===== config.mk =====
export PLATFORM = sky130hd
export DESIGN_NAME = aqp_ebus_uart_port
export DESIGN_NICKNAME = d
export VERILOG_FILES = /design/src/rtl/aqp_ebus_uart_pkg.sv /design/src/rtl/aqp_ebus_strobe_sync.sv /design/src/rtl/aqp_ebus_uart_port.sv
export SDC_FILE = /design/constraint.sdc
export NUM_CORES = 1
export LEC_CHECK = 0
export BUFFER_PORTS_ARGS = -buffer_cell sky130_fd_sc_hd__buf_2
export CAP_MARGIN = 15
export CELL_PAD_IN_SITES_DETAIL_PLACEMENT = 2
export CELL_PAD_IN_SITES_GLOBAL_PLACEMENT = 2
export CORE_ASPECT_RATIO = 0.6
export CORE_MARGIN = 3
export CORE_UTILIZATION = 32
export CTS_BUF_LIST = sky130_fd_sc_hd__clkbuf_2
export DETAILED_ROUTE_END_ITERATION = 7
export GPL_TIMING_DRIVEN = 0
export PLACE_DENSITY_LB_ADDON = 0.12
export SLEW_MARGIN = 20
export SYNTH_ARGS = -nofsm -noshare
export SYNTH_HDL_FRONTEND = slang
export SYNTH_HIERARCHICAL = 1
export SYNTH_SLANG_ARGS = --single-unit

===== constraint.sdc =====
create_clock -name clk -period 1.75 [get_ports clk]
set_clock_uncertainty 0.15 [all_clocks]
set_input_delay 0.525 -clock clk [delete_from_list [all_inputs] [get_ports clk]]
set_output_delay 0.525 -clock clk [all_outputs]
set_load 0.01 [all_outputs]

===== src/rtl/aqp_ebus_uart_pkg.sv =====
`default_nettype none
// ============================================================================
//  Module   : aqp_ebus_uart_pkg
//  Purpose  : Shared constants for the ebus UART I/O responder: port offsets
//             (selected by ebus_a[0]), status byte bit positions and control
//             byte bit positions.
//  Revision : 1.0  initial release
// ============================================================================
package aqp_ebus_uart_pkg;

    // Port offsets, selected by ebus_a[0]
    localparam logic c_PORT_CTRL = 1'b0;    // status on read, control on write
    localparam logic c_PORT_DATA = 1'b1;    // RX head on read, TX push on write

    // Status byte bit positions
    localparam int unsigned c_ST_RX_NOT_EMPTY = 0;
    localparam int unsigned c_ST_TX_FULL      = 1;
    localparam int unsigned c_ST_OVERFLOW     = 2;
    localparam int unsigned c_ST_FRAMING      = 3;
    localparam int unsigned c_ST_IRQ_EN       = 4;
    localparam int unsigned c_ST_TX_SOF       = 5;
    localparam int unsigned c_ST_TX_OVERRUN   = 6;
    localparam int unsigned c_ST_RX_SOF       = 7;

    // Control byte bit positions
    localparam int unsigned c_CTL_CLR_OVERFLOW = 0;
    localparam int unsigned c_CTL_CLR_FRAMING  = 1;
    localparam int unsigned c_CTL_IRQ_EN       = 4;
    localparam int unsigned c_CTL_SET_SOF      = 5;
    localparam int unsigned c_CTL_CLR_OVERRUN  = 6;

endpackage : aqp_ebus_uart_pkg
`default_nettype wire


===== src/rtl/aqp_ebus_strobe_sync.sv =====
`default_nettype none
// ============================================================================
//  Module   : aqp_ebus_strobe_sync
//  Purpose  : Synchronizes one active-low bus strobe and produces single-clock
//             fall/rise indications. Depth is 2 stages when the internal T80
//             drives the bus, 3 stages for the external Z80.
//  Ports    : clk, reset_n      - clock, async active-low reset
//             i_use_t80         - 1 = detect on q[1:0], 0 = detect on q[2:1]
//             i_strobe_n        - raw strobe pin
//             o_fall / o_rise   - combinational edge indications
//  Revision : 1.0  initial release
// ============================================================================
module aqp_ebus_strobe_sync (
    input  logic clk,
    input  logic reset_n,
    input  logic i_use_t80,
    input  logic i_strobe_n,
    output logic o_fall,
    output logic o_rise
);

    // r_q[0] is the newest sample. Presetting to all-ones means a strobe that
    // is already high when reset releases never looks like a rising edge.
    logic [2:0] r_q;
    logic [1:0] w_pair;     // {older, newer}

    always_ff @(posedge clk or negedge reset_n) begin
        if (!reset_n) begin
            r_q <= 3'b111;
        end else begin
            r_q <= {r_q[1:0], i_strobe_n};
        end
    end

    assign w_pair = i_use_t80 ? r_q[1:0] : r_q[2:1];
    assign o_fall = (w_pair == 2'b10);
    assign o_rise = (w_pair == 2'b01);

endmodule : aqp_ebus_strobe_sync
`default_nettype wire


===== src/rtl/aqp_ebus_uart_port.sv =====
`default_nettype none
// ============================================================================
//  Module   : aqp_ebus_uart_port
//  Purpose  : Z80 I/O responder exposing the ESP32 UART FIFOs as two ports
//             (BASE_PORT+0 status/control, BASE_PORT+1 data). Completed bus
//             cycles become single-clock FIFO push/pop strobes.
//  Ports    : clk, reset_n               - clock, async active-low reset
//             use_t80                    - initiator select (sync depth)
//             ebus_a/d/rd_n/wr_n/iorq_n  - raw external bus pins
//             ebus_d_out, ebus_d_oe      - read data and drive enable
//             irq_n                      - registered interrupt request
//             txfifo_*                   - TX FIFO push side
//             rxfifo_*                   - RX FIFO pop side
//             rxfifo_overflow, rx_framing_error - error pulses
//  Revision : 1.0  initial release
// ============================================================================
module aqp_ebus_uart_port
    import aqp_ebus_uart_pkg::*;
#(
    parameter logic [7:0] BASE_PORT = 8'hF4
) (
    input  logic       clk,
    input  logic       reset_n,
    input  logic       use_t80,
    input  logic [7:0] ebus_a,
    input  logic [7:0] ebus_d,
    input  logic       ebus_rd_n,
    input  logic       ebus_wr_n,
    input  logic       ebus_iorq_n,
    output logic [7:0] ebus_d_out,
    output logic       ebus_d_oe,
    output logic       irq_n,
    output logic [8:0] txfifo_data,
    output logic       txfifo_wr,
    input  logic       txfifo_full,
    input  logic [8:0] rxfifo_data,
    output logic       rxfifo_rd,
    input  logic       rxfifo_empty,
    input  logic       rxfifo_overflow,
    input  logic       rx_framing_error
);

    logic       w_sel;
    logic       w_rd_fall, w_rd_rise, w_wr_fall, w_wr_rise;
    logic       w_wr_commit, w_ctl_wr, w_data_wr;
    logic [7:0] w_status;

    logic       r_cyc_sel, r_cyc_port;
    logic [7:0] r_wr_data;
    logic [8:0] r_txfifo_data;
    logic       r_txfifo_wr, r_rxfifo_rd, r_irq_n;
    logic       r_overflow, r_framing, r_tx_overrun, r_tx_sof, r_irq_en;

    aqp_ebus_strobe_sync u_rd_sync (
        .clk        (clk),
        .reset_n    (reset_n),
        .i_use_t80  (use_t80),
        .i_strobe_n (ebus_rd_n),
        .o_fall     (w_rd_fall),
        .o_rise     (w_rd_rise)
    );

    aqp_ebus_strobe_sync u_wr_sync (
        .clk        (clk),
        .reset_n    (reset_n),
        .i_use_t80  (use_t80),
        .i_strobe_n (ebus_wr_n),
        .o_fall     (w_wr_fall),
        .o_rise     (w_wr_rise)
    );

    assign w_sel = !ebus_iorq_n && (ebus_a[7:1] == BASE_PORT[7:1]);

    // Drive enable comes straight from the pins so read data is on the bus
    // well before the CPU samples it, independent of the sync latency.
    assign ebus_d_oe = reset_n && w_sel && !ebus_rd_n;

    always_comb begin
        w_status                    = 8'h00;
        w_status[c_ST_RX_NOT_EMPTY] = !rxfifo_empty;
        w_status[c_ST_TX_FULL]      = txfifo_full;
        w_status[c_ST_OVERFLOW]     = r_overflow;
        w_status[c_ST_FRAMING]      = r_framing;
        w_status[c_ST_IRQ_EN]       = r_irq_en;
        w_status[c_ST_TX_SOF]       = r_tx_sof;
        w_status[c_ST_TX_OVERRUN]   = r_tx_overrun;
        w_status[c_ST_RX_SOF]       = rxfifo_data[8];
    end

    assign ebus_d_out = (ebus_a[0] == c_PORT_DATA)
                      ? (rxfifo_empty ? 8'h00 : rxfifo_data[7:0])
                      : w_status;

    // Commits use the address latched at the falling edge: the CPU may have
    // moved the address on by the time the synchronized rising edge arrives.
    assign w_wr_commit = w_wr_rise && r_cyc_sel;
    assign w_ctl_wr    = w_wr_commit && (r_cyc_port == c_PORT_CTRL);
    assign w_data_wr   = w_wr_commit && (r_cyc_port == c_PORT_DATA);

    always_ff @(posedge clk or negedge reset_n) begin
        if (!reset_n) begin
            r_cyc_sel     <= 1'b0;
            r_cyc_port    <= 1'b0;
            r_wr_data     <= 8'h00;
            r_txfifo_data <= 9'h000;
            r_txfifo_wr   <= 1'b0;
            r_rxfifo_rd   <= 1'b0;
            r_irq_n       <= 1'b1;
            r_overflow    <= 1'b0;
            r_framing     <= 1'b0;
            r_tx_overrun  <= 1'b0;
            r_tx_sof      <= 1'b0;
            r_irq_en      <= 1'b0;
        end else begin
            r_txfifo_wr <= 1'b0;
            r_rxfifo_rd <= 1'b0;

            if (w_rd_fall || w_wr_fall) begin
                r_cyc_sel  <= w_sel;
                r_cyc_port <= ebus_a[0];
            end

            // Track the raw data pins for the whole write strobe so the last
            // stable value is what gets committed.
            if (!ebus_wr_n) begin
                r_wr_data <= ebus_d;
            end

            if (w_rd_rise && r_cyc_sel && (r_cyc_port == c_PORT_DATA) && !rxfifo_empty) begin
                r_rxfifo_rd <= 1'b1;
            end

            if (w_data_wr) begin
                if (!txfifo_full) begin
                    r_txfifo_data <= {r_tx_sof, r_wr_data};
                    r_txfifo_wr   <= 1'b1;
                    r_tx_sof      <= 1'b0;
                end else begin
                    r_tx_overrun  <= 1'b1;
                end
            end

            if (w_ctl_wr) begin
                r_irq_en <= r_wr_data[c_CTL_IRQ_EN];
                if (r_wr_data[c_CTL_CLR_OVERRUN]) begin
                    r_tx_overrun <= 1'b0;
                end
                if (r_wr_data[c_CTL_SET_SOF]) begin
                    r_tx_sof <= 1'b1;
                end
            end

            // Set has priority so an error arriving during a clear is not lost.
            r_overflow <= rxfifo_overflow ||
                          (r_overflow && !(w_ctl_wr && r_wr_data[c_CTL_CLR_OVERFLOW]));
            r_framing  <= rx_framing_error ||
                          (r_framing && !(w_ctl_wr && r_wr_data[c_CTL_CLR_FRAMING]));

            r_irq_n <= !(r_irq_en && (!rxfifo_empty || r_overflow));
        end
    end

    assign txfifo_data = r_txfifo_data;
    assign txfifo_wr   = r_txfifo_wr;
    assign rxfifo_rd   = r_rxfifo_rd;
    assign irq_n       = r_irq_n;

endmodule : aqp_ebus_uart_port
`default_nettype wire


# After elaboration in Yosys (flattened, before gate mapping)
# Index checks and enable logic that the tools add are counted.
dict set report classes {
  n_eq_ne 5
  muxes 15
  bitwise_logic 2
  n_reduce_logical 25
}
# operator count
set ops {}
lappend ops {{2-to-1 mux 8 bit} 2}
lappend ops {{logical AND 1 bit} 14}
lappend ops {{2-to-1 mux 1 bit} 11}
lappend ops {{== test 7 bit, second input constant} 1}
lappend ops {{zero test 1 bit} 6}
lappend ops {{== test 2 x 1 -> 1 bit, second input constant} 2}
lappend ops {{== test 2 bit, second input constant} 2}
lappend ops {{logical OR 1 bit} 4}
lappend ops {{2-to-1 mux 2 bit} 2}
lappend ops {{NOT 1 bit} 2}
lappend ops {{AND reduction 2 bit} 1}
dict set report word_totals {
  reg_bits 33
  in_bits 35
  elab_cells 61
}

# Depth between registers and ports, before layout
# Gate-level depths: netlist (run 1).
dict set report depth {
  ltp_word 8
  depth_mapped 5
}

# Hierarchy
# The synthesis (run 1) kept the hierarchy.
# mod n_inst cells_per_inst area_each_um2
set by_module_without_submodules {}
lappend by_module_without_submodules {aqp_ebus_uart_port 1 83 1173.6}
lappend by_module_without_submodules {aqp_ebus_strobe_sync 2 9 126.4}

# Worst setup path after synthesis (run 1)
# Ideal clock, no wire load.
dict set report synth_timing {
  path_type {input to output}
  from {input port ebus_iorq_n}
  to {output port ebus_d_oe}
  arrival_time_ns 1.183
  t_required_ns 1.075
  path_slack_ns -0.108
  cell_stages 2
  path_cell_list {nand4b_1 -> nor4b_1}
}
dict set report synth_via {
  elab_chain_cells 4
}
# item line
set synth_lines {}
lappend synth_lines {{start: declaration} aqp_ebus_uart_port.sv:29} ;# input logic ebus_iorq_n,
lappend synth_lines {{zero test 1 bit} aqp_ebus_uart_port.sv:72} ;# assign w_sel = !ebus_iorq_n && (ebus_a[7:1] == BASE_PORT[7:1]);
lappend synth_lines {{logical AND 1 bit} aqp_ebus_uart_port.sv:72}
lappend synth_lines {{logical AND 1 bit (2 in a row)} aqp_ebus_uart_port.sv:76} ;# assign ebus_d_oe = reset_n && w_sel && !ebus_rd_n;
lappend synth_lines {{end: declaration} aqp_ebus_uart_port.sv:31} ;# output logic ebus_d_oe,
# Every way passes these cells.

# Worst setup path after layout (run 1)
# Same ends and word-level chain as after synthesis.

==> Flow_metrics.wiki, run 1 <==
{| class="wikitable"
! Metric !! Value
|-
| Placed wire-length estimate || approximately 2.9 mm
|-
| Worst endpoint required time || ~1.1 ns
|-
| Power per unit of standard cell area || a little over 700 mW/mm^2
|-
| Maximum number of pins on one net before global-route repair || 27
|-
| Category of the critical setup timing path || in2out
|-
| Total of fill cells in the finished design || 447
|-
| CP Capture Type || output port
|-
| Sequential-to-total area share from yosys stat || 0.585
|-
| Global route total overflow || 0
|-
| Area occupied by registers || around 830 sq um
|-
| Relative area change from synthesis to final layout || 39.6%
|-
| Multi-input gate area || slightly above 600 sq um
|-
| Final nets || ~210
|-
| Cells on worst reg2reg path || 5
|-
| Number of levels in the clock H-tree || 2
|-
| Pwr Total || 1.41 mW
|-
| Peak ir drop on the vdd network || between 0.0003 and 0.0004 V
|-
| Synthesized-area fraction occupied by adder cells || 0
|-
| Outcome || complete, but fails checks
|-
| Max clock buf depth || 2
|-
| Switching Fraction || 0.279
|-
| TritonCTS clock tree || built
|-
| Met3 Use GR || 0.0493
|-
| Tightest slew margin relative to the limit || 0.638
|-
| Share of synthesized flip-flops with an asynchronous set or reset || 1.00
|-
| Fin worst setup slack || -0.209 ns
|-
| Detailed-routing iteration count for the pre-antenna-repair pass || 4
|-
| Via count of the first global-routing pass || ~1200
|-
| Yosys warning count || 6
|-
| Critical path arrival || 1.28 ns
|-
| Number of enable flip-flop cells after synthesis || 0
|-
| Wire length reported by the detailed router || ~4.2 mm
|-
| DIE HEIGHT || 57.7 um
|-
| Number of pins with negative max-slew slack in the final report || 0
|-
| Clock sink count || 33
|-
| Dominant combinational cell family by area after synthesis || multiplexers
|-
| Clock-pin transition on the worst setup and hold timing paths || about 0.17 ns
|-
| Num ports || between 50 and 60
|-
| Distinct cell type count of the synthesized netlist || 30
|-
| Clock root buffer master || sky130_fd_sc_hd__clkbuf_2
|-
| Ranking of synthesized cells by instance count || sky130_fd_sc_hd__dfrtp_1 (26), sky130_fd_sc_hd__mux2_2 (18), sky130_fd_sc_hd__dfstp_2 (7)
|-
| Clk network pwr share || 0.254
|-
| Startpoint Class || input pin
|-
| Reg power frac || 0.596
|-
| Port-buffer cells || between 50 and 60
|-
| MaxCap Viol Count || 0
|-
| Sw power || slightly below 0.4 mW
|-
| Cell count of the worst hold path || 1
|-
| Via-per-instance ratio || around 4.7
|-
| Wire length per cell after detailed routing || 17.7 um
|-
| Static leakage || roughly 1 nW
|-
| Library cell occupying the most area in the post-synthesis netlist || sky130_fd_sc_hd__dfrtp_1
|-
| Area inside the core boundary || about 0.0042 sq mm
|-
| Die Width || around 92 um
|-
| Dominant register cell in the synthesized netlist || sky130_fd_sc_hd__dfrtp_1
|-
| Portion of netlist area occupied by mux cells || 0.149
|-
| TritonCTS Buffers || 5
|-
| Utilization after layout || 0.475
|-
| Area share of the leading cell type in the synthesized netlist || 0.456
|-
| Full die area || roughly 0.0053 sq mm
|-
| Post-synth design cell area || roughly 0.0014 sq mm
|-
| Period minus WS final || between 1.5 and 2 ns
|-
| Leading cell types by total area after synthesis || sky130_fd_sc_hd__dfrtp_1 (46%), sky130_fd_sc_hd__mux2_2 (14%), sky130_fd_sc_hd__dfstp_2 (13%)
|-
| Number of antenna-violating nets in the routed design || 0
|-
| DRC violation count after routing || 0
|-
| Initial standard-cell utilization of the core || 0.341
|-
| RePlAce Congestion || 0.656
|-
| Initial antenna violation count || 0
|-
| Met1 Use GR || 0.207
|-
| Count of standard-cell rows || 18
|-
| Met2 track demand over resource || 0.299
|-
| GRT busiest layer || met2
|-
| Worst-skew pair later-pin latency || 0.35 ns
|-
| Slew at the pin closest to its max-slew limit || approximately 0.54 ns
|-
| First-pass GRT wire length || ~6.6 mm
|-
| Fmax achieved || 510 MHz
|-
| Violated checks || setup timing
|-
| Worst min-delay path category || in2reg
|-
| Flop and latch count out of synthesis || 33
|-
| Tot GR Track Use || 0.166
|-
| Number of failing hold endpoints at the final stage || 0
|-
| Number of nets in the synthesized netlist || 136
|-
| Final number of setup-violating endpoints || 7
|-
| Critical Path Fanout Max || 2
|-
| Synthesized-area fraction occupied by ao, oa, aoi and oai cells || 0.127
|-
| Post-synthesis xor/xnor area fraction || 0
|-
| Simple-gate share of the synthesized area || 0.114
|-
| Count of antenna diodes in the layout || 0
|-
| Dominant cell by count in the synthesized netlist || sky130_fd_sc_hd__dfrtp_1
|-
| Average cell area after synthesis || around 14 sq um
|-
| Unrepaired setup endpoints after global routing || true
|-
| First DRT Iteration DRCs || 36
|-
| Internal power component || 1.02 mW
|-
| Power share of the combinational group || 0.149
|-
| Fraction of final layout cells with drive strength greater than 1 || 0.657
|-
| Routed via count || roughly 1100
|-
| Final period utilization || 1.12
|-
| Count of mapped cells out of synthesis || slightly above 100
|}
-- per-layer routing --
metal  wire length, um  vias up
li1                  -      523
met1              1840      563
met2              2100       25
met3               208        2
met4                13        0
met5                 0        -
-- worst paths after layout --
path | end | startpoint | slack, ns
max | ebus_d_oe | ebus_iorq_n | -0.21
min | u_wr_sync/r_q[0]$_DFF_PN1_ | ebus_wr_n | 0.11
max reg2reg | txfifo_data[6]$_DFFE_PN0P_ | u_wr_sync/r_q[0]$_DFF_PN1_ | 0.04
min reg2reg | u_rd_sync/r_q[1]$_DFF_PN1_ | u_rd_sync/r_q[0]$_DFF_PN1_ | 0.25
max in group asynchronous | txfifo_data[5]$_DFFE_PN0P_ | reset_n | 0.41
min in group asynchronous | irq_n$_DFF_PN1_ | reset_n | 0.85
-- timing repair --
action | 4_1_cts | 5_1_grt
hold buffers | 2 | 0
pin swaps | 7 | 5
resized for setup | 13 | 2
gates cloned | 1 | 0
setup endpoints to repair | 18 | 13
buffers inserted | 6 | 3
hold endpoints to repair | 26 | 0
-- registers in the layout, summed over array words and instances (netlist names) --
name and flops:
r_framing 1, r_tx_sof 1, r_overflow 1, r_wr_data 8
irq_n 1, u_wr_sync/r_q 3, r_tx_overrun 1, r_irq_en 1
u_rd_sync/r_q 3, txfifo_wr 1, rxfifo_rd 1, r_cyc_sel 1
txfifo_data 9, r_cyc_port 1
-- power by group through the flow --
stage | Clock, mW | Sequential, mW | Combinational [mW]
final | 0.358 | 0.839 | 0.210
after global placement | 0 | 0.845 | 0.166
after detailed placement | 0 | 0.851 | 0.174
after global routing | 0.412 | 0.846 | 0.230
after CTS | 0.371 | 0.839 | 0.205
after floorplan | 0 | 0.840 | 0.0832
-- kinds of logic (layout without fill, tap and decap cells) --
| logic type | count (synthesis) | count (layout) |
|---|---|---|
| AOI/OAI and AO/OA | 20 | 20 |
| buffers and inverters | 7 | 80 |
| DFF | 33 | 33 |
| muxes | 19 | 19 |
| and+or+nand+nor | 22 | 23 |
-- cell type report --
cell class,count,area share
multi-input cells,62,0.303
clock inverters,2,0.00503
repair buffers,65,0.198
plain buffers,3,0.0119
clock buffers,6,0.0151
well taps,60,0.0377
flip-flops and latches,33,0.419
inverters,4,0.0101
-- critical path: stages --
cell and delay (ns):
sky130_fd_sc_hd__buf_6 0.09, sky130_fd_sc_hd__nand4b_1 0.21, sky130_fd_sc_hd__nor4b_2 0.28, sky130_fd_sc_hd__buf_2 0.17
-- stage by stage --
step / setup TNS [ns] / worst slack (ns) / instances / instance area [sq um] / hold slack, ns
6_report: -0.628 / -0.209 / 235 / 1990 / 0.111
5_1_grt: -0.997 / -0.240 / 235 / 1990 / 0.0760
4_1_cts: -0.668 / -0.222 / 233 / 1970 / 0.0880
3_5_place_dp: -6.17 / -0.580 / 216 / 1780 / 0.226
3_3_place_gp: -5.62 / -0.538 / 216 / 1780 / 0.220
2_1_floorplan: 0 / 0.00542 / 101 / 1430 / 0.0794
-- cells in the final DEF, fill, tap and decap left out --
master,synthesis,routed
sky130_fd_sc_hd__nand4b_4,1,2
sky130_fd_sc_hd__nand2_1,3,2
sky130_fd_sc_hd__a22o_1,6,6
sky130_fd_sc_hd__o2bb2ai_2,2,3
sky130_fd_sc_hd__clkinv_2,0,2
sky130_fd_sc_hd__dfrtp_1,26,26
sky130_fd_sc_hd__buf_4,2,9
sky130_fd_sc_hd__o31ai_1,1,1
sky130_fd_sc_hd__nand2_2,2,3
sky130_fd_sc_hd__nand4bb_1,1,1
sky130_fd_sc_hd__nor2b_4,0,1
sky130_fd_sc_hd__nand3_1,1,1
sky130_fd_sc_hd__nand3b_1,2,2
sky130_fd_sc_hd__o21ai_0,1,1
sky130_fd_sc_hd__buf_8,0,1
sky130_fd_sc_hd__buf_6,0,4
sky130_fd_sc_hd__o21a_1,1,1
sky130_fd_sc_hd__and4_2,1,1
sky130_fd_sc_hd__inv_1,3,3
sky130_fd_sc_hd__mux2_2,18,18
sky130_fd_sc_hd__nand2b_1,2,2
sky130_fd_sc_hd__a31oi_1,2,2
sky130_fd_sc_hd__mux2i_1,1,1
sky130_fd_sc_hd__o22ai_2,2,2
sky130_fd_sc_hd__o2bb2ai_1,3,2
sky130_fd_sc_hd__nand4b_1,3,3
sky130_fd_sc_hd__buf_12,0,1
sky130_fd_sc_hd__a21o_1,2,2
sky130_fd_sc_hd__nor4b_2,0,1
sky130_fd_sc_hd__nor2_1,3,3
sky130_fd_sc_hd__or3b_2,1,1
sky130_fd_sc_hd__dfstp_2,7,7
sky130_fd_sc_hd__clkinv_4,0,1
sky130_fd_sc_hd__buf_2,1,52
sky130_fd_sc_hd__clkbuf_2,0,6
sky130_fd_sc_hd__dlygate4sd3_1,0,1
Power figures use the tool's default switching activity.
==> run 2: changes to the inputs <==
--- a/config.mk
+++ b/config.mk
@@ -5,13 +5,14 @@
 export SDC_FILE = /design/constraint.sdc
 export NUM_CORES = 1
 export LEC_CHECK = 0
+export ABC_AREA = 1
 export BUFFER_PORTS_ARGS = -buffer_cell sky130_fd_sc_hd__buf_2
 export CAP_MARGIN = 15
 export CELL_PAD_IN_SITES_DETAIL_PLACEMENT = 2
 export CELL_PAD_IN_SITES_GLOBAL_PLACEMENT = 2
 export CORE_ASPECT_RATIO = 0.6
 export CORE_MARGIN = 3
-export CORE_UTILIZATION = 32
+export CORE_UTILIZATION = 28
 export CTS_BUF_LIST = sky130_fd_sc_hd__clkbuf_2
 export DETAILED_ROUTE_END_ITERATION = 7
 export GPL_TIMING_DRIVEN = 0
==> run 2 against run 1 <==
The flow still finishes with violations (setup timing). Die area rose by 19%. Count of clock-buffer cells in the layout did not move. Maximum frequency rose by 6.5%. Power rose by 16%. Wire length rose by 42%. Sequential cell count did not move. Sequential share of layout area fell by 5.4 points. Core utilization fell by 0.61 points. Register-to-register slack got worse by 0.12 ns.
==> Flow_metrics.wiki, run 2 <==
{| class="wikitable"
! Metric !! Value
|-
| Yosys warning count || 6 (unchanged)
|-
| Wire length per cell after detailed routing || 18.4 um (was 17.7 um)
|-
| Switching Fraction || 0.290 (was 0.279)
|-
| Detailed-routing iteration count for the pre-antenna-repair pass || 4 (unchanged)
|-
| Fmax achieved || 544 MHz (was 510 MHz)
|-
| Final sum of negative setup slack || -0.810 ns (was -0.628 ns)
|-
| Commonest cells after routing, fill and taps aside || sky130_fd_sc_hd__nand2_1 (50), sky130_fd_sc_hd__buf_2 (50), sky130_fd_sc_hd__dfrtp_1 (26), sky130_fd_sc_hd__buf_4 (18) (was sky130_fd_sc_hd__buf_2 (52), sky130_fd_sc_hd__dfrtp_1 (26), sky130_fd_sc_hd__mux2_2 (18), sky130_fd_sc_hd__buf_4 (9), sky130_fd_sc_hd__dfstp_2 (7))
|-
| Final number of setup-violating endpoints || 14 (was 7)
|-
| Fraction of final layout cells with drive strength greater than 1 || 0.523 (was 0.657)
|-
| Library cell occupying the most area in the post-synthesis netlist || sky130_fd_sc_hd__dfrtp_1 (unchanged)
|-
| Period minus WS final || 1.84 ns (was 1.96 ns)
|-
| Power share of the combinational group || 0.161 (was 0.149)
|-
| Initial standard-cell utilization of the core || 0.309 (was 0.341)
|-
| Total of fill cells in the finished design || 534 (was 447)
|-
| Violated checks || setup timing (unchanged)
|-
| Worst-skew pair later-pin latency || 0.39 ns (was 0.35 ns)
|-
| Final period utilization || 1.05 (was 1.12)
|-
| Power per unit of standard cell area || 715 mW/mm^2 (was 707 mW/mm^2)
|-
| Tightest slew margin relative to the limit || 0.657 (was 0.638)
|-
| DIE HEIGHT || 62.8 um (was 57.7 um)
|-
| Number of antenna-violating nets in the routed design || 0 (unchanged)
|-
| Clock root buffer master || sky130_fd_sc_hd__clkbuf_2 (unchanged)
|-
| Worst reg2reg path startpoint || u_wr_sync/r_q[1]$_DFF_PN1_ (was u_wr_sync/r_q[0]$_DFF_PN1_)
|-
| Global route total overflow || 0 (unchanged)
|-
| TritonCTS clock tree || built (unchanged)
|-
| Port-buffer cells || 54 (was 55)
|-
| Fin worst setup slack || -0.0892 ns (was -0.209 ns)
|-
| Worst min-delay path category || in2reg (unchanged)
|-
| Minimum setup slack among reg-to-reg paths || -0.08 ns (was 0.04 ns)
|-
| Category of the critical setup timing path || in2out (unchanged)
|-
| Slew at the pin closest to its max-slew limit || 0.513 ns (was 0.542 ns)
|-
| CP Capture Type || output port (unchanged)
|-
| Critical Path Fanout Max || 2 (unchanged)
|-
| Placed wire-length estimate || 3.50 mm (was 2.92 mm)
|-
| First DRT Iteration DRCs || 48 (was 36)
|-
| RePlAce Congestion || 0.797 (was 0.656)
|-
| Clock-pin transition on the worst setup and hold timing paths || 0.19 ns (was 0.17 ns)
|-
| First-pass GRT wire length || 8.31 mm (was 6.64 mm)
|-
| Reg power frac || 0.511 (was 0.596)
|-
| Final instance area || 0.00229 sq mm (was 0.00199 sq mm)
|-
| Peak ir drop on the vdd network || 0.000302 V (was 0.000352 V)
|-
| Hold_sp || ebus_rd_n (was ebus_wr_n)
|-
| Sw power || 0.474 mW (was 0.392 mW)
|-
| Distinct cell type count of the synthesized netlist || 18 (was 30)
|-
| Final nets || 294 (was 209)
|-
| Count of standard-cell rows || 19 (was 18)
|-
| Relative area change from synthesis to final layout || 52.0% (was 39.6%)
|-
| Internal power component || 1.16 mW (was 1.02 mW)
|-
| Count of mapped cells out of synthesis || 177 (was 101)
|-
| TritonCTS Buffers || 5 (unchanged)
|-
| Cells on worst reg2reg path || 8 (was 5)
|-
| Area share of the leading cell type in the synthesized netlist || 0.433 (was 0.456)
|-
| Worst endpoint required time || 1.07 ns (about the same)
|-
| Number of failing hold endpoints at the final stage || 0 (unchanged)
|-
| DRC violation count after routing || 0 (unchanged)
|-
| Outcome || complete, but fails checks (unchanged)
|-
| Cell count of the worst hold path || 1 (unchanged)
|-
| Num ports || 56 (unchanged)
|-
| Via-per-instance ratio || 4.73 (was 4.74)
|-
| Number of levels in the clock H-tree || 2 (unchanged)
|-
| Placement-stage cell area || 0.00185 sq mm (was 0.00178 sq mm)
|-
| Initial antenna violation count || 0 (unchanged)
|-
| Leading cell types by total area after synthesis || sky130_fd_sc_hd__dfrtp_1 (43%), sky130_fd_sc_hd__nand2_1 (15%), sky130_fd_sc_hd__dfstp_2 (12%) (was sky130_fd_sc_hd__dfrtp_1 (46%), sky130_fd_sc_hd__mux2_2 (14%), sky130_fd_sc_hd__dfstp_2 (13%))
|-
| Ranking of synthesized cells by instance count || sky130_fd_sc_hd__nand2_1 (62), sky130_fd_sc_hd__dfrtp_1 (26), sky130_fd_sc_hd__inv_1 (22) (was sky130_fd_sc_hd__dfrtp_1 (26), sky130_fd_sc_hd__mux2_2 (18), sky130_fd_sc_hd__dfstp_2 (7))
|-
| Post-synth design cell area || 0.00150 sq mm (was 0.00143 sq mm)
|-
| Number of flip-flops under the largest register name || 9 (unchanged)
|-
| Max clock buf depth || 2 (unchanged)
|-
| Count of antenna diodes in the layout || 0 (unchanged)
|-
| Static leakage || 1.24 nW (was 1.01 nW)
|-
| Share of synthesized flip-flops with an asynchronous set or reset || 1.00 (unchanged)
|-
| Number of pins with negative max-slew slack in the final report || 0 (unchanged)
|-
| Capturing point of the worst reg2reg path || txfifo_data[5]$_DFFE_PN0P_ (was txfifo_data[6]$_DFFE_PN0P_)
|-
| Full die area || 0.00632 sq mm (was 0.00532 sq mm)
|-
| Number of enable flip-flop cells after synthesis || 0 (unchanged)
|-
| Unrepaired setup endpoints after global routing || true (unchanged)
|-
| End point of the most critical hold path || u_rd_sync/r_q[0]$_DFF_PN1_ (was u_wr_sync/r_q[0]$_DFF_PN1_)
|-
| Die Width || 101 um (was 92.2 um)
|-
| Clock sink count || 33 (unchanged)
|-
| Via count of the first global-routing pass || 1542 (was 1239)
|-
| Critical path arrival || 1.16 ns (was 1.28 ns)
|-
| Flop and latch count out of synthesis || 33 (unchanged)
|-
| Dominant register cell in the synthesized netlist || sky130_fd_sc_hd__dfrtp_1 (unchanged)
|-
| Maximum number of pins on one net before global-route repair || 27 (unchanged)
|-
| MaxCap Viol Count || 0 (unchanged)
|-
| Average cell area after synthesis || 8.50 sq um (was 14.1 sq um)
|-
| Area inside the core boundary || 0.00487 sq mm (was 0.00419 sq mm)
|-
| Clk network pwr share || 0.328 (was 0.254)
|-
| Routed via count || 1528 (was 1113)
|-
| Number of nets in the synthesized netlist || 212 (was 136)
|-
| Startpoint Class || input pin (unchanged)
|-
| Tot GR Track Use || 0.172 (was 0.166)
|-
| Dominant cell by count in the synthesized netlist || sky130_fd_sc_hd__nand2_1 (was sky130_fd_sc_hd__dfrtp_1)
|-
| Wire length reported by the detailed router || 5.93 mm (was 4.17 mm)
|-
| Sequential-to-total area share from yosys stat || 0.555 (was 0.585)
|}
==> run 2: changes by cell type after synthesis, moves of 4 or more <==
cell                      delta
sky130_fd_sc_hd__a22o_1      -6
sky130_fd_sc_hd__a21oi_1     +4
sky130_fd_sc_hd__inv_1      +19
sky130_fd_sc_hd__mux2_2     -14
sky130_fd_sc_hd__nand2_1    +59
sky130_fd_sc_hd__o21ai_0     +7
sky130_fd_sc_hd__nand3_1     +9
sky130_fd_sc_hd__nor2_1     +16
sky130_fd_sc_hd__o21ai_2     +5
==> run 2: worst max-delay path by stage <==
stage               slack, ns                          to                        from
floorplan                0.06               ebus_d_out[0]                   ebus_a[0]
global placement        -0.47                   ebus_d_oe                     reset_n
detailed placement      -0.55                   ebus_d_oe                     reset_n
CTS                     -0.09                   ebus_d_oe                 ebus_iorq_n
global route            -0.16  txfifo_data[7]$_DFFE_PN0P_  u_wr_sync/r_q[1]$_DFF_PN1_
finish                  -0.09                   ebus_d_oe                   ebus_a[3]
==> run 2: per-stage QoR <==
stage,power (mW),utilization,setup slack (ns),hold slack [ns],std cells
global route,1.72,0.469,-0.159,0.0278,323
floorplan,0.932,-,0.0591,0.0794,177
global placement,1.02,0.380,-0.473,0.215,294
finish,1.63,0.469,-0.0892,0.0651,323
CTS,1.60,0.428,-0.0864,0.0548,315
detailed placement,1.04,0.380,-0.548,0.224,294
==> run 2: worst max-delay path, stage by stage <==
cell	delay [ns]
sky130_fd_sc_hd__buf_6	0.09
sky130_fd_sc_hd__inv_2	0.05
sky130_fd_sc_hd__nand2_2	0.08
sky130_fd_sc_hd__nor2_4	0.11
sky130_fd_sc_hd__nand2_2	0.07
sky130_fd_sc_hd__nor2_2	0.09
sky130_fd_sc_hd__buf_2	0.14
==> run 2: cell families (layout without fill, tap and decap cells) <==
| group | Yosys count | in the layout | synth area share |
|---|---|---|---|
| AOI/OAI and AO/OA | 17 | 17 | 0.0691 |
| DFF | 33 | 33 | 0.555 |
| and+or+nand+nor | 96 | 96 | 0.272 |
| buffers and inverters | 27 | 110 | 0.0740 |
| muxes | 4 | 4 | 0.0299 |
==> run 2: final cells by class <==
type	count	area, sq um	share of cell area
Clock inverter	2	35.0	0.0153
Clock buffer	6	30.0	0.0131
Buffer	3	27.5	0.0120
Sequential cell	33	835	0.365
Multi-Input combinational cell	117	676	0.296
Tap cell	63	78.8	0.0345
Timing Repair Buffer	75	504	0.221
Inverter	24	100	0.0438
==> run 2: power by group through the flow <==
stage	combinational (mW)	clock [mW]	sequential, mW
floorplan	0.0944	0	0.838
finish	0.263	0.536	0.835
global placement	0.183	0	0.840
global route	0.292	0.587	0.840
CTS	0.232	0.538	0.830
detailed placement	0.196	0	0.844
==> run 2: layer usage <==
layer,track usage,up-vias,wire length [um]
li1,-,713,-
met1,0.229,747,2590
met2,0.270,56,2820
met3,0.0479,12,375
met4,0.0504,0,144
met5,0,-,0
==> run 2: timing repair <==
| action | in CTS | in global routing |
|---|---|---|
| cloned | 0 | 1 |
| gates resized for setup | 22 | 37 |
| setup endpoints to repair | 23 | 18 |
| pin swaps | 6 | 23 |
| hold endpoints to repair | 26 | 0 |
| hold buffers | 2 | 0 |
| buffers inserted | 11 | 7 |
==> run 3: changes to the inputs <==
--- a/config.mk
+++ b/config.mk
@@ -11,7 +11,6 @@
 export CELL_PAD_IN_SITES_DETAIL_PLACEMENT = 2
 export CELL_PAD_IN_SITES_GLOBAL_PLACEMENT = 2
 export CORE_ASPECT_RATIO = 0.6
-export CORE_MARGIN = 3
 export CORE_UTILIZATION = 28
 export CTS_BUF_LIST = sky130_fd_sc_hd__clkbuf_2
 export DETAILED_ROUTE_END_ITERATION = 7
==> run 3 against run 2 <==
The flow still finishes with violations (setup timing). Final cell count decreased by 3.4%. Non-clock buffer count decreased by 14. Clock power decreased by 4.5%. Sequential share of layout area increased by 3.1 points.
==> Flow_metrics.wiki, run 3 (synthesis results as in run 2) <==
{| class="wikitable"
! Metric !! Value
|-
| Dpl cells || 297 (was 294)
|-
| Worst reg2reg path startpoint || u_wr_sync/r_q[1]$_DFF_PN1_ (unchanged)
|-
| Wire length reported by the detailed router || 4.46 mm (was 5.93 mm)
|-
| Critical path arrival || 1.11 ns (was 1.16 ns)
|-
| DRC violation count after routing || 0 (unchanged)
|-
| Clk network pwr share || 0.324 (was 0.328)
|-
| Count of standard-cell rows || 20 (was 19)
|-
| Final nets || 280 (was 294)
|-
| Fmax achieved || 561 MHz (was 544 MHz)
|-
| Via count of the first global-routing pass || 1393 (was 1542)
|-
| Sw power || 0.428 mW (was 0.474 mW)
|-
| Hold_sp || ebus_rd_n (unchanged)
|-
| Clock sink count || 33 (unchanged)
|-
| Number of levels in the clock H-tree || 2 (unchanged)
|-
| Post-Layout Cell Count || 312 (was 323)
|-
| Routed via count || 1386 (was 1528)
|-
| Detailed-routing iteration count for the pre-antenna-repair pass || 4 (unchanged)
|-
| Power share of the combinational group || 0.151 (was 0.161)
|-
| Most frequent standard cell in the layout excluding fill and tap cells || sky130_fd_sc_hd__nand2_1
|-
| Startpoint Class || input pin (unchanged)
|-
| Pwr Total || 1.58 mW (was 1.63 mW)
|-
| Cell with the largest stage delay on the worst path || sky130_fd_sc_hd__buf_2 (unchanged)
|-
| Slew at the pin closest to its max-slew limit || 0.549 ns (was 0.513 ns)
|-
| Final sum of negative setup slack || -0.0317 ns (was -0.810 ns)
|-
| Minimum setup slack among reg-to-reg paths || 0.11 ns (was -0.08 ns)
|-
| Number of flip-flops under the largest register name || 9 (unchanged)
|-
| CP Capture Type || output port (unchanged)
|-
| Tot GR Track Use || 0.162 (was 0.172)
|-
| Wire length per cell after detailed routing || 14.3 um (was 18.4 um)
|-
| Buffers and inverters on the worst path || 3 (unchanged)
|-
| Initial antenna violation count || 0 (unchanged)
|-
| Area inside the core boundary || 0.00510 sq mm (was 0.00487 sq mm)
|-
| Commonest cells after routing, fill and taps aside || sky130_fd_sc_hd__nand2_1 (58), sky130_fd_sc_hd__buf_2 (49), sky130_fd_sc_hd__dfrtp_1 (26), sky130_fd_sc_hd__inv_1 (16), sky130_fd_sc_hd__nor2_1 (16) (was sky130_fd_sc_hd__nand2_1 (50), sky130_fd_sc_hd__buf_2 (50), sky130_fd_sc_hd__dfrtp_1 (26), sky130_fd_sc_hd__buf_4 (18))
|-
| Clock-pin transition on the worst setup and hold timing paths || 0.17 ns (was 0.19 ns)
|-
| Final number of setup-violating endpoints || 1 (was 14)
|-
| Worst path max stage delay || 0.13 ns (was 0.14 ns)
|-
| Fin worst setup slack || -0.0317 ns (was -0.0892 ns)
|-
| Violated checks || setup timing (unchanged)
|-
| Unrepaired setup endpoints after global routing || true (unchanged)
|-
| Global route total overflow || 0 (unchanged)
|-
| Static leakage || 1.15 nW (was 1.24 nW)
|-
| Critical Path Fanout Max || 2 (unchanged)
|-
| Initial standard-cell utilization of the core || 0.295 (was 0.309)
|-
| Cell type group with the largest total delay on the critical path || simple AND/OR/NAND/NOR gates (unchanged)
|-
| Cells on worst reg2reg path || 8 (unchanged)
|-
| WHS || 0.0888 ns (was 0.0651 ns)
|-
| Via-per-instance ratio || 4.44 (was 4.73)
|-
| Port-buffer cells || 54 (unchanged)
|-
| Full die area || 0.00568 sq mm (was 0.00632 sq mm)
|-
| Most prevalent standard cell on the critical path || sky130_fd_sc_hd__nand2_2 (unchanged)
|-
| Clock root buffer master || sky130_fd_sc_hd__clkbuf_2 (unchanged)
|-
| Crit path depth || 7 (unchanged)
|-
| Die Width || 96.6 um (was 101 um)
|-
| Category of the critical setup timing path || in2out (unchanged)
|-
| TritonCTS Buffers || 5 (unchanged)
|-
| First DRT Iteration DRCs || 69 (was 48)
|-
| Switching Fraction || 0.271 (was 0.290)
|-
| Number of antenna-violating nets in the routed design || 0 (unchanged)
|-
| Count of antenna diodes in the layout || 0 (unchanged)
|-
| TritonCTS clock tree || built (unchanged)
|-
| Capturing point of the worst reg2reg path || txfifo_data[5]$_DFFE_PN0P_ (unchanged)
|-
| Utilization after layout || 0.413 (was 0.469)
|-
| Maximum number of pins on one net before global-route repair || 27 (unchanged)
|-
| End point of the most critical hold path || u_rd_sync/r_q[0]$_DFF_PN1_ (unchanged)
|-
| RePlAce Congestion || 0.652 (was 0.797)
|-
| MaxCap Viol Count || 0 (unchanged)
|-
| Reg power frac || 0.525 (was 0.511)
|-
| First-pass GRT wire length || 7.01 mm (was 8.31 mm)
|-
| Number of pins with negative max-slew slack in the final report || 0 (unchanged)
|-
| Worst-path cell chain || buf_6, inv_2, nand2_2, nor2_4, nand2_2, nor2_1, buf_2 (was buf_6, inv_2, nand2_2, nor2_4, nand2_2, nor2_2, buf_2)
|-
| Worst endpoint required time || 1.07 ns (about the same)
|-
| Max clock buf depth || 2 (unchanged)
|-
| Peak ir drop on the vdd network || 0.000301 V (was 0.000302 V)
|-
| Total of fill cells in the finished design || 612 (was 534)
|-
| Number of failing hold endpoints at the final stage || 0 (unchanged)
|-
| Power per unit of standard cell area || 750 mW/mm^2 (was 715 mW/mm^2)
|-
| Relative area change from synthesis to final layout || 40.1% (was 52.0%)
|-
| Num ports || 56 (unchanged)
|-
| Worst min-delay path category || in2reg (unchanged)
|-
| Period minus WS final || 1.78 ns (was 1.84 ns)
|-
| Tightest slew margin relative to the limit || 0.633 (was 0.657)
|-
| Cell count of the worst hold path || 1 (unchanged)
|-
| Placed wire-length estimate || 3.07 mm (was 3.50 mm)
|-
| Worst-skew pair later-pin latency || 0.37 ns (was 0.39 ns)
|-
| Final period utilization || 1.02 (was 1.05)
|-
| DIE HEIGHT || 58.8 um (was 62.8 um)
|-
| Outcome || complete, but fails checks (unchanged)
|-
| Fraction of final layout cells with drive strength greater than 1 || 0.443 (was 0.523)
|-
| Internal power component || 1.15 mW (was 1.16 mW)
|}
## run 3: per-stage QoR
stage / cell area [sq um] / setup WS (ns)
3_3_place_gp: 1860 / -0.485
5_1_grt: 2110 / -0.0862
2_1_floorplan: 1500 / 0.0591
6_report: 2110 / -0.0317
3_5_place_dp: 1860 / -0.493
4_1_cts: 2000 / -0.0570
## run 3: worst reg2reg max path, stage by stage (launching register included)
cell and delay [ns]:
sky130_fd_sc_hd__dfstp_2 0.59, sky130_fd_sc_hd__inv_1 0.06, sky130_fd_sc_hd__nand2_1 0.05, sky130_fd_sc_hd__nand2_1 0.08, sky130_fd_sc_hd__nor2_4 0.17, sky130_fd_sc_hd__nand4_4 0.16, sky130_fd_sc_hd__buf_6 0.20, sky130_fd_sc_hd__nand2_1 0.06
sky130_fd_sc_hd__nand2_1 0.05
## run 3: area by class of cell
| cell class | count | area, sq um | area share |
|---|---|---|---|
| flip-flops and latches | 33 | 835 | 0.396 |
| multi-input cells | 117 | 609 | 0.289 |
| repair buffers | 61 | 392 | 0.186 |
| inverters | 24 | 100 | 0.0475 |
| well taps | 66 | 82.6 | 0.0392 |
| clock inverters | 2 | 35.0 | 0.0166 |
| clock buffers | 6 | 30.0 | 0.0143 |
| plain buffers | 3 | 23.8 | 0.0113 |
## run 3: power by group through the flow
stage / Clock [mW] / Sequential, mW / Combinational [mW]
floorplan: 0 / 0.838 / 0.0944
global placement: 0 / 0.841 / 0.189
detailed placement: 0 / 0.843 / 0.196
CTS: 0.533 / 0.829 / 0.218
global route: 0.561 / 0.834 / 0.268
finish: 0.512 / 0.830 / 0.239
## run 3: repair_timing
action,4_1_cts,5_1_grt
endpoints found under the hold margin,26,17
gates cloned,0,0
buffers inserted,2,2
hold buffers,2,1
gates resized for setup,13,23
setup endpoints to repair,21,13
pin swaps,0,13
## run 3: worst max path at each step
stage / from / endpoint / slack [ns]
after floorplan: ebus_a[0] / ebus_d_out[0] / 0.06
after global placement: reset_n / ebus_d_oe / -0.49
after detailed placement: reset_n / ebus_d_oe / -0.49
after CTS: ebus_a[1] / ebus_d_oe / -0.06
after global routing: ebus_a[3] / ebus_d_oe / -0.09
final: ebus_iorq_n / ebus_d_oe / -0.03
## run 3: metal layers
| layer | track usage | vias to the layer above | share of wire |
|---|---|---|---|
| li1 | - | 684 | - |
| met1 | 0.235 | 652 | 0.53 |
| met2 | 0.233 | 45 | 0.41 |
| met3 | 0.0439 | 5 | 0.050 |
| met4 | 0.0576 | 0 | 0.010 |
| met5 | 0 | - | 0 |
